File: src/rtl/cache_fill_fsm.sv
// Cache miss fill controller: on a miss it fetches the whole block one word per
// grant from the memory arbitrator and writes each word into the arrays on return.
module cache_fill_fsm #(
    parameter int BLOCK_WORDS = 8,
    parameter int ADDR_W      = 16
) (
    input  logic                           clk,
    input  logic                           rst,
    input  logic                           miss_detected,
    input  logic [ADDR_W-1:0]              miss_address,
    input  logic                           service,
    input  logic                           data_valid,
    input  logic [15:0]                    memory_data,
    output logic                           request,
    output logic [ADDR_W-1:0]              mem_address,
    output logic                           fsm_busy,
    output logic                           write_data_array,
    output logic [$clog2(BLOCK_WORDS)-1:0] word_sel,
    output logic [15:0]                    fill_data,
    output logic                           write_tag_array
);

    localparam int WSEL_W = $clog2(BLOCK_WORDS);
    localparam int OFF_W  = WSEL_W + 1;
    localparam int CNT_W  = $clog2(BLOCK_WORDS + 1);
    localparam int BASE_W = ADDR_W - OFF_W;

    localparam logic [CNT_W-1:0] FULL_CNT = CNT_W'(BLOCK_WORDS);
    localparam logic [CNT_W-1:0] LAST_CNT = CNT_W'(BLOCK_WORDS - 1);

    typedef enum logic {
        IDLE = 1'b0,
        FILL = 1'b1
    } state_t;

    state_t             state;
    logic [BASE_W-1:0]  base;
    logic [CNT_W-1:0]   issue_cnt;
    logic [CNT_W-1:0]   recv_cnt;
    logic               grant;
    logic               recv;
    logic               last_word;
    logic               unused_addr_bits;

    // Handshake: request/service -- a word is issued in any cycle where both are
    // high; until then request stays up and mem_address does not move.
    assign request   = (state == FILL) && (issue_cnt < FULL_CNT);
    assign grant     = request && service;
    assign recv      = (state == FILL) && data_valid && (recv_cnt < issue_cnt);
    assign last_word = recv && (recv_cnt == LAST_CNT);

    assign mem_address      = request ? {base, issue_cnt[WSEL_W-1:0], 1'b0} : '0;
    assign write_data_array = recv;
    assign word_sel         = recv ? recv_cnt[WSEL_W-1:0] : '0;
    assign write_tag_array  = last_word;
    assign fill_data        = rst ? '0 : memory_data;

    // Byte offset within the block is irrelevant to a whole-block fill.
    assign unused_addr_bits = ^miss_address[OFF_W-1:0];

    always_ff @(posedge clk or posedge rst) begin
        if (rst) begin
            state     <= IDLE;
            fsm_busy  <= 1'b0;
            base      <= '0;
            issue_cnt <= '0;
            recv_cnt  <= '0;
        end else begin
            case (state)
                IDLE: begin
                    if (miss_detected) begin
                        state     <= FILL;
                        fsm_busy  <= 1'b1;
                        base      <= miss_address[ADDR_W-1:OFF_W];
                        issue_cnt <= '0;
                        recv_cnt  <= '0;
                    end
                end
                FILL: begin
                    if (grant) begin
                        issue_cnt <= issue_cnt + CNT_W'(1);
                    end
                    if (recv) begin
                        recv_cnt <= recv_cnt + CNT_W'(1);
                    end
                    if (last_word) begin
                        state    <= IDLE;
                        fsm_busy <= 1'b0;
                    end
                end
                default: begin
                    state    <= IDLE;
                    fsm_busy <= 1'b0;
                end
            endcase
        end
    end

endmodule

File: config.mk
export PLATFORM = sky130hd
export DESIGN_NAME = cache_fill_fsm
export DESIGN_NICKNAME = d
export VERILOG_FILES = /design/src/rtl/cache_fill_fsm.sv
export SDC_FILE = /design/constraint.sdc
export NUM_CORES = 1
export LEC_CHECK = 0
export CORE_UTILIZATION = 30
export DETAILED_ROUTE_END_ITERATION = 8
export PLACE_DENSITY = 0.67
export SYNTH_ARGS = -nofsm -noshare
export SYNTH_HDL_FRONTEND = slang
export SYNTH_SLANG_ARGS = --single-unit
File: constraint.sdc
create_clock -name clk -period 4.5 [get_ports clk]
set_clock_uncertainty 0.15 [all_clocks]
set_input_delay 0.675 -clock clk [delete_from_list [all_inputs] [get_ports clk]]
set_output_delay 0.675 -clock clk [all_outputs]
set_load 0.01 [all_outputs]
# Word-level counts from Yosys, hierarchy flattened
# Index checks and enable logic that the tools add are counted.
[op_classes]
muxes = 14
div = 0
n_shift = 0
n_reduce_logical = 9
n_eq_ne = 5
n_mul = 0
order_cmp = 2
n_addsub = 2
n_bitwise = 1
[ops]
columns = ["operator", "n"]
rows = [
  ["2-to-1 mux 16 bit", 2],
  ["case mux 4 bit (2 select lines)", 2],
  ["2-to-1 mux 4 bit", 3],
  ["adder 4 x 1 -> 4 bit, second input constant", 2],
  ["AND reduction 2 bit", 4],
  ["logical AND 1 bit", 5],
  ["equality test 4 x 3 -> 1 bit, second input constant", 1],
  ["less-than comparator 4 bit", 1],
  ["less-than comparator 4 bit, second input constant", 1],
  ["2-to-1 mux 1 bit", 4],
  ["inequality test 2 x 1 -> 1 bit, second input constant", 2],
  ["inequality test 2 bit, second input constant", 2],
  ["case mux 1 bit (2 select lines)", 2],
  ["2-to-1 mux 3 bit", 1],
  ["NOT 1 bit", 1],
]
[totals]
output_inout_bits = 39
rom_bits = 0
in_bits = 37
latch_bits = 0
n_memories = 0
ramBits = 0
regBits = 22

# Longest topological paths before layout
# Gate-level depths: netlist of the first run.
[depth]
depth_word = 5
mapped_depth = 6
mapped_depth_nobuf = 6

# Worst setup path after synthesis of the first run
# Ideal clock, no wire load.
[synth_timing]
path_kind = "register -> output"
start = "reg issue_cnt[1]"
end = "out write_tag_array"
t_required_ns = 3.675
t_arrival_ns = 1.385
path_buffers = 0
slack_ns = 2.290
path_stages_with_launch = 7
path_cell_list = "dfrtp_1 -> inv_1 -> ha_1 -> o211ai_1 -> nor2_1 -> nor2_4 -> and3_1"
[synth_between]
elab_chain_len = 3
[synth_lines]
columns = ["element", "line", "source"]
rows = [
  ["from (decl)", "38", "logic [CNT_W-1:0] issue_cnt;"],
  ["from (signal assigned)", "81", "issue_cnt <= issue_cnt + CNT_W'(1);"],
  ["less-than comparator 4 bit", "49", "assign recv = (state == FILL) && data_valid && (recv_cnt < issue_cnt);"],
  ["logical AND 1 bit", "49", ""],
  ["via write_data_array", "17", "output logic write_data_array,"],
  ["logical AND 1 bit", "50", "assign last_word = recv && (recv_cnt == LAST_CNT);"],
  ["to (decl)", "20", "output logic write_tag_array"],
]
# The timed path passes the listed nets, and every way through them passes these cells.

# Worst setup path after layout of the first run
[layout_timing]
start = "in data_valid"
end = "out write_tag_array"
[layout_between]
elab_chain_len = 3
[layout_lines]
columns = ["element", "line", "source"]
rows = [
  ["from (decl)", "12", "input logic data_valid,"],
  ["logical AND 1 bit (2 in series)", "49", ""],
  ["logical AND 1 bit", "50", ""],
]
# No other way between the ends.

==> reports/qor.csv, run 1 <==
metric;value;unit
status;finished, final reports clean;
I/O pin count;76;
post-cts gate resize count;0;
Initial Util;0.3155;
Routability Congestion;0.7364;
met2 GRT Util;0.2250;
die width;67.10;um
Compound-Gate Fraction of Synth Area;0.05807;
Reg clk slew, reported paths;70;ps
pre-CTS setup slack;1318;ps
WL final;2863;um
Sum Neg Setup Slack;0;ps
H-tree depth;1;
Seq cells post-synth;22;
XOR/XNOR share of the synthesized area;0.006890;
Post-Syn Area;0.001271;sq mm
gr busiest metal;met2;
Synth Flop Type;dfrtp_1;
most frequent cells in the layout;clkdlybuf4s50_1 (70), nand2_1 (41), dfrtp_1 (22);
critical path class;input pin to output pin;
Setup crit start kind;input pin;
DRT Pass-1 Iters;4;
critical path required time;3670;ps
Critical Path Source;data_valid;
CTS root buffer;clkbuf_8;
M1 GR Usage;0.1775;
vias per cell;4.365;
synth top area cells;dfrtp_1 (43%), nand2_1 (12%), and2_1 (8.4%);
cell taking the most area after synthesis;dfrtp_1;
Synthesized Nets;191;
Rel. slew slack;0.4690;
Slew Limit Fails;0;
Max Freq;312.2;MHz
crit end category;output pin;
first-pass GRT wire length;4698;um
CTS Sinks;22;
TritonCTS buffer count;3;
period utilisation layout;0.7118;
asr flop ratio synth;1.000;
peak supply drop;293.4;uV
area of the die;0.004502;sq mm
Cell Rows;23;
fin nets;259;
hold slack;317.8;ps
clk_lat worst skew;260;ps
commonest non-fill, non-tap cell in the layout;clkdlybuf4s50_1;
Core ar.;0.004029;sq mm
Final Hold Viols;0;
largest net degree at the start of global routing;23;
r2r startpoint;recv_cnt[3];
post-synthesis sequential area ratio;0.4331;
DRC viols;0;
TritonCTS clock tree;built;
min cycle time layout;3203;ps
Area Overhead vs Synth;61.22;%
main combinational cell family by area after synthesis;simple AND/OR/NAND/NOR gates;
Hold Startpoint;base[5];
Clock Tree Buf Depth;2;
Die Y;67.10;um
Post-synth EDFFs;0;
DRT antenna net count;0;
DPL Wire Length;2200;um
Netlist cell types;33;
via count;1161;
Final Util;0.5087;
slack of the critical path;1297;ps
max_cap viols;0;
met3 GRT Util;0.04281;
Post-CTS Setup Bufs;0;
total track usage;0.1360;
Setup-failing EPs final;0;
Synth Instances;149;
hold crit path type;register to register;
RSZ-0062 raised after global routing;false;
Ant. Diodes;0;
Power Dens Cells;543.8;mW/mm^2
mean area per synthesized cell;8.532;sq um
Post-CTS Hold Buffers;0;
initial antenna violation count;0;
Slew @ Worst Pin;795.7;ps
Initial DRC Count;34;
total leakage power;0.0009004;uW
Routed wire per std cell;10.76;um
Port Buf Inserts;70;
vias in the first global route;1031;
Synth top area share;0.4331;
Synth Area in Adders;0.04921;
Filler cells;397;
synth warn;0;
mux share of post-synthesis cell area;0.02362;
layout cells sized above 1;0.04167;
post-synthesis simple-gate area fraction;0.3711;
Critical Path AT;2380;ps
CP Max Fanout;9;
GR Overflow Total;0;
==> flip-flops by register name, summed over array words and instances (netlist names) <==
signal,flops
base,12
fsm_busy,1
issue_cnt,4
recv_cnt,4
state,1
==> report_power, final <==
part           switching [uW]  total, uW  leakage, uW  internal [uW]
registers                66.5        356     0.000267            290
logic                     278        622     0.000605            344
clock network            58.5        136    0.0000288           77.8
==> path summary, 6_finish.rpt <==
| check | to | slack (ps) | depth (start not counted) |
|---|---|---|---|
| worst min-delay path | base[5] | 320 | 2 |
| max in group asynchronous | issue_cnt[0] | 2530 | 2 |
| worst min register to register | base[5] | 320 | 2 |
| worst max-delay path | write_tag_array | 1300 | 5 |
| min in group asynchronous | issue_cnt[2] | 1170 | 2 |
| worst max register to register | recv_cnt[2] | 2700 | 5 |
==> cells by family (layout without fill, tap and decap cells) <==
logic type | after synthesis | after routing
AND/OR/NAND/NOR | 92 | 92
flip-flops | 22 | 22
buffers and inverters | 14 | 81
AO/OA/AOI/OAI | 11 | 11
adder cells (fa/ha/maj) | 5 | 5
multiplexers | 3 | 3
other | 1 | 1
XOR/XNOR | 1 | 1
==> cells in the mapped netlist, types with 2 or more instances <==
cell type / count
nand2_1: 41
dfrtp_1: 22
and2_1: 17
nor2b_1: 17
inv_1: 6
nor2_1: 6
ha_1: 5
a21oi_1: 3
clkbuf_1: 3
mux2i_1: 3
a31oi_1: 2
buf_4: 2
nand3_1: 2
==> routing by layer <==
layer	up-vias	wire, um
met5	-	0
met4	0	13
met3	2	236
met2	38	1344
met1	516	1268
li1	605	-
==> critical path, cell delays in order <==
cell and delay [ps]:
clkdlybuf4s50_1 470, nand4b_1 240, nor2_4 270, and3_1 190, clkdlybuf4s50_1 530
==> area by class of cell <==
class                      instances  area, sq um  share of cell area
timing repair buffer              71        708.2              0.3455
sequential                        22        550.5              0.2686
multi-input combinational        113        650.6              0.3175
inverter                           6        22.52             0.01099
tap                               50        62.56             0.03052
clock buffer                       4        55.05             0.02686
==> per-stage QoR <==
stage	area [sq um]	std cells	total power [uW]
after floorplan	1271	149	715.6
after global routing	2049	266	1218
after CTS	2049	266	1133
after global placement	1994	262	981.1
after detailed placement	1994	262	991.9
final	2049	266	1114
Power figures use the tool's default switching activity.
==> inputs of run 2 (changes only) <==
- clock period: 4.5 -> 3.29 ns (I/O delays scaled with it)
==> run 2 against run 1 <==
Sequential power increased by 36%. Die area unchanged. Worst setup slack got worse by 900 ps. Clock power increased by 42%. Hold slack improved by 0.93 ps. Cell count increased by 0.75%. Register-to-register slack got worse by 1200 ps. Critical path type is now register to output pin. Largest power group unchanged. Highest routed layer unchanged.
==> reports/qor.csv, run 2 (synthesized netlist as in run 1, its figures left out) <==
metric;value;unit;change
hold slack;318.7;ps;+0.9280 ps
most frequent cells in the layout;clkdlybuf4s50_1 (70), nand2_1 (41), dfrtp_1 (22);;
post-place instance area;0.002009;sq mm;+0.75%
Largest Register;base;;
TritonCTS buffer count;3;;unchanged
fin nets;261;;+0.77%
top flop regs;base (12), issue_cnt (4), recv_cnt (4);;
Core ar.;0.004029;sq mm;unchanged
Final Hold Viols;0;;unchanged
final instance area;0.002064;sq mm;+0.73%
Post-CTS Setup Bufs;0;;unchanged
Area Overhead vs Synth;62.40;%;
WL final;2881;um;+0.63%
layout cells sized above 1;0.05046;;+0.008792
total track usage;0.1374;;+0.001407
Setup-failing EPs final;0;;unchanged
Slowest-stage cell, CP;clkdlybuf4s50_1;;
final cell count without fillers;268;;+0.75%
initial antenna violation count;0;;unchanged
critical path class;register to output pin;;
Critical Path AT;2250;ps;-130 ps
Initial DRC Count;43;;+26%
H-tree depth;1;;unchanged
Max Freq;345.9;MHz;
Filler cells;402;;+1.3%
Final Power;1528;uW;+37%
via count;1182;;+1.8%
vias per cell;4.410;;+1.0%
Routed wire per std cell;10.75;um;-0.12%
DRC viols;0;;unchanged
Reg clk slew, reported paths;80;ps;about the same
Clock Tree Buf Depth;2;;unchanged
status;finished, final reports clean;;
RSZ-0062 raised after global routing;false;;
clk_lat worst skew;260;ps;about the same
cells on worst reg2reg path;6;;+1
max_cap viols;0;;unchanged
CTS Sinks;22;;unchanged
area of the die;0.004502;sq mm;unchanged
CP Max Fanout;9;;unchanged
crit path cell chain;inv_1 -> ha_1 -> nand2_1 -> nand4b_1 -> nor2_4 -> and3_1 -> clkdlybuf4s50_1;;
cell family with the largest share of critical-path delay;simple AND/OR/NAND/NOR gates;;
commonest non-fill, non-tap cell in the layout;clkdlybuf4s50_1;;
Post-CTS Hold Buffers;0;;unchanged
total leakage power;0.0009106;uW;+1.1%
Rel. slew slack;0.6058;;+0.1368
post-cts gate resize count;0;;unchanged
Worst R2R End;recv_cnt[2];;
Slew Limit Fails;0;;unchanged
r2r startpoint;issue_cnt[3];;
slowest stage delay, CP;530;ps;about the same
GR Overflow Total;0;;unchanged
DRT Pass-1 Iters;4;;unchanged
crit path capture;write_tag_array;;
CTS root buffer;clkbuf_8;;
Ant. Diodes;0;;unchanged
first-pass GRT wire length;4678;um;-0.43%
Port Buf Inserts;70;;unchanged
critical path buffer and inverter count;2;;unchanged
Routability Congestion;0.7653;;+3.9%
crit end category;output pin;;
TritonCTS clock tree;built;;
Slew @ Worst Pin;591.3;ps;-204.4 ps
Die Y;67.10;um;unchanged
Critical Path Source;issue_cnt[3];;
Sum Neg Setup Slack;0;ps;unchanged
Power Dens Cells;740.0;mW/mm^2;+36%
DRT antenna net count;0;;unchanged
hold crit path type;register to register;;
critical path required time;2650;ps;-1020 ps
Cell Rows;23;;unchanged
vias in the first global route;1051;;+1.9%
Setup crit start kind;register;;
I/O pin count;76;;unchanged
peak supply drop;533.9;uV;+82%
cell count along the critical path;7;;+2
DPL Wire Length;2174;um;-1.2%
period utilisation layout;0.8787;;
max FFs per register;12;;unchanged
min cycle time layout;2891;ps;
Initial Util;0.3155;;unchanged
largest net degree at the start of global routing;23;;unchanged
Reg2Reg Setup Slack;1510;ps;-1190 ps
die width;67.10;um;unchanged
dpl cells;264;;+0.76%
[run 2: cell count changes in the layout (fill, tap and decap cells not counted), sizes merged]
cell  change
buf       +2
[run 2: routing by layer]
metal | global-route usage | share of wire | vias up | routed length, um
met5 | 0 | 0 | - | 0
li1 | - | - | 614 | -
met1 | 0.1633 | 0.44 | 529 | 1272
met3 | 0.03767 | 0.072 | 2 | 207
met4 | 0.02394 | 0.0042 | 0 | 12
met2 | 0.2450 | 0.48 | 37 | 1389
[run 2: worst reg2reg max path: stages (launching register included)]
cell and delay (ps):
dfrtp_1 380, inv_1 100, ha_1 250, nand2_1 60, nand4b_1 210, o311ai_0 370, o41ai_1 130
[run 2: layout make-up]
class,count,area [sq um],area share
multi-input cells,113,650.6,0.3152
flip-flops and latches,22,550.5,0.2667
repair buffers,73,723.2,0.3503
clock buffers,4,55.05,0.02667
inverters,6,22.52,0.01091
well taps,50,62.56,0.03030
[run 2: through the flow]
step	utilization	setup WS [ps]
2_1_floorplan	-	1262
3_3_place_gp	0.4988	478.4
3_5_place_dp	0.4988	477.3
4_1_cts	0.5124	388.5
5_1_grt	0.5124	242.1
6_report	0.5124	399.1
[run 2: how the worst min path moves through the flow]
| stage | startpoint | endpoint | slack (ps) | cells after the start |
|---|---|---|---|---|
| 2_1_floorplan | base[0] | base[0] | 290 | 2 |
| 3_3_place_gp | base[2] | base[2] | 300 | 2 |
| 6_report | base[7] | base[7] | 320 | 2 |
| 5_1_grt | base[4] | base[4] | 350 | 2 |
| 4_1_cts | base[7] | base[7] | 320 | 2 |
| 3_5_place_dp | base[7] | base[7] | 300 | 2 |
[run 2: power by group]
part,leakage [uW],switching [uW],total (uW),internal [uW]
Sequential,0.000267,88.4,485,396
Combinational,0.000615,379,850,472
Clock,0.0000288,86.1,193,107
==> inputs of run 3 (changes only) <==
- GPL_TIMING_DRIVEN: default -> 0
==> run 3 against run 2 <==
Sequential power is essentially flat. Largest cell class unchanged. Sequential share of layout area shrank 0.14 points. Non-clock buffer count grew 5. Hold slack lost 3.0 ps. Routed wire length grew 5.0%. Clock power shrank 16%. Global-route usage grew 0.63 points.
==> reports/qor.csv, run 3 (synthesized netlist as in run 1, its figures left out) <==
metric;value;unit;change
status;finished, final reports clean;;
DPL Wire Length;2323;um;+6.8%
CTS root buffer;clkbuf_8;;
Slew Limit Fails;0;;unchanged
top flop regs;base (12), issue_cnt (4), recv_cnt (4);;
min cycle time layout;2925;ps;+33.92 ps
Initial Util;0.3155;;unchanged
post-place instance area;0.002034;sq mm;+1.2%
CTS Sinks;22;;unchanged
Critical Path Source;issue_cnt[3];;
first-pass GRT wire length;4836;um;+3.4%
TritonCTS buffer count;3;;unchanged
area of the die;0.004502;sq mm;unchanged
Clk pwr share;0.106;;-0.020
layout cells sized above 1;0.05405;;+0.003595
Final Power;1536;uW;+0.56%
cell internal pwr;969.1;uW;-0.56%
DRT Pass-1 Iters;4;;unchanged
max FFs per register;12;;unchanged
Rel. slew slack;0.4387;;-0.1671
largest net degree at the start of global routing;23;;unchanged
Final Hold Viols;0;;unchanged
Slew @ Worst Pin;841.0;ps;+249.7 ps
Initial DRC Count;23;;-47%
Setup-failing EPs final;0;;unchanged
TritonCTS clock tree;built;;
Routed wire per std cell;11.12;um;+3.4%
Clock Tree Buf Depth;2;;unchanged
Max Freq;341.9;MHz;-1.2%
Post-CTS Setup Bufs;0;;unchanged
Area Overhead vs Synth;63.29;%;
cells on worst reg2reg path;6;;unchanged
WHS Endpoint;base[9];;
GR Overflow Total;0;;unchanged
vias per cell;4.401;;-0.22%
Setup crit start kind;register;;
Port Buf Inserts;70;;unchanged
sequential power share;0.317;;about the same
vias in the first global route;1072;;+2.0%
WL final;3024;um;+5.0%
hold slack;315.7;ps;-3.027 ps
crit end category;output pin;;
Worst R2R End;recv_cnt[2];;
Filler cells;414;;+3.0%
critical path class;register to output pin;;
Net Sw Power;567.3;uW;+2.5%
Ant. Diodes;0;;unchanged
Reg2Reg Setup Slack;1490;ps;-20 ps
max_cap viols;0;;unchanged
Core ar.;0.004029;sq mm;unchanged
commonest non-fill, non-tap cell in the layout;clkdlybuf4s50_1;;
via count;1197;;+1.3%
Critical Path AT;2280;ps;+30 ps
r2r startpoint;issue_cnt[3];;
DRC viols;0;;unchanged
most frequent cells in the layout;clkdlybuf4s50_1 (70), nand2_1 (41), dfrtp_1 (22);;
Hold Startpoint;base[9];;
post-cts gate resize count;0;;unchanged
Die Y;67.10;um;unchanged
Post-CTS Hold Buffers;0;;unchanged
hold crit path type;register to register;;
Sum Neg Setup Slack;0;ps;unchanged
Comb power frac;0.577;;+0.020
Routability Congestion;0.7442;;-2.8%
Reg clk slew, reported paths;70;ps;about the same
Power Dens Cells;740.2;mW/mm^2;about the same
Cell Rows;23;;unchanged
clk_lat worst skew;260;ps;about the same
Sw Ratio;0.3692;;+0.007144
peak supply drop;381.9;uV;-28%
initial antenna violation count;0;;unchanged
DRT antenna net count;0;;unchanged
final instance area;0.002076;sq mm;+0.55%
period utilisation layout;0.8890;;+0.01031
H-tree depth;1;;unchanged
I/O pin count;76;;unchanged
die width;67.10;um;unchanged
fin nets;266;;+1.9%
total leakage power;0.0009171;uW;+0.72%
Hold Path Cell Cnt;2;;unchanged
total track usage;0.1436;;+0.006266
critical path required time;2650;ps;about the same
Largest Register;base;;
CP Max Fanout;9;;unchanged
RSZ-0062 raised after global routing;false;;
==> run 3: per-layer routing <==
layer	global-route usage	routed length, um
met5	0	0
met1	0.1721	1319
met2	0.2463	1455
met4	0.03989	32
met3	0.04110	217
==> run 3: through the flow <==
step                      std cells    util  setup WS, ps
after floorplan                 149       -          1262
after global placement          269  0.5050         466.2
after detailed placement        269  0.5050         477.6
after CTS                       272  0.5152         370.5
after global routing            272  0.5152         187.5
final                           272  0.5152         365.2
==> run 3: final cells by class <==
type / count / area, sq um / area share
clock buffers: 3 / 41.29 / 0.01989
well taps: 50 / 62.56 / 0.03014
plain buffers: 8 / 47.55 / 0.02291
repair buffers: 70 / 700.7 / 0.3376
flip-flops and latches: 22 / 550.5 / 0.2652
inverters: 6 / 22.52 / 0.01085
multi-input cells: 113 / 650.6 / 0.3134
==> run 3: worst max path at each step <==
stage / cells after the start / end
CTS: 6 / write_tag_array
global placement: 5 / write_tag_array
floorplan: 6 / write_tag_array
detailed placement: 5 / write_tag_array
global route: 7 / write_tag_array
finish: 7 / write_tag_array
==> run 3: worst max-delay path: stages, from the launching register on <==
cell and delay (ps):
dfrtp_1 350, inv_1 70, ha_1 310, nand2_1 60
nand4b_1 220, nor2_4 280, and3_1 190, clkdlybuf4s50_1 530
==> run 3: power by group through the flow <==
stage / combinational, uW / sequential (uW) / clock (uW)
3_5_place_dp: 895 / 493 / 0
2_1_floorplan: 508 / 471 / 0
3_3_place_gp: 880 / 490 / 0
4_1_cts: 900 / 488 / 169
6_report: 886 / 487 / 163
5_1_grt: 998 / 509 / 183
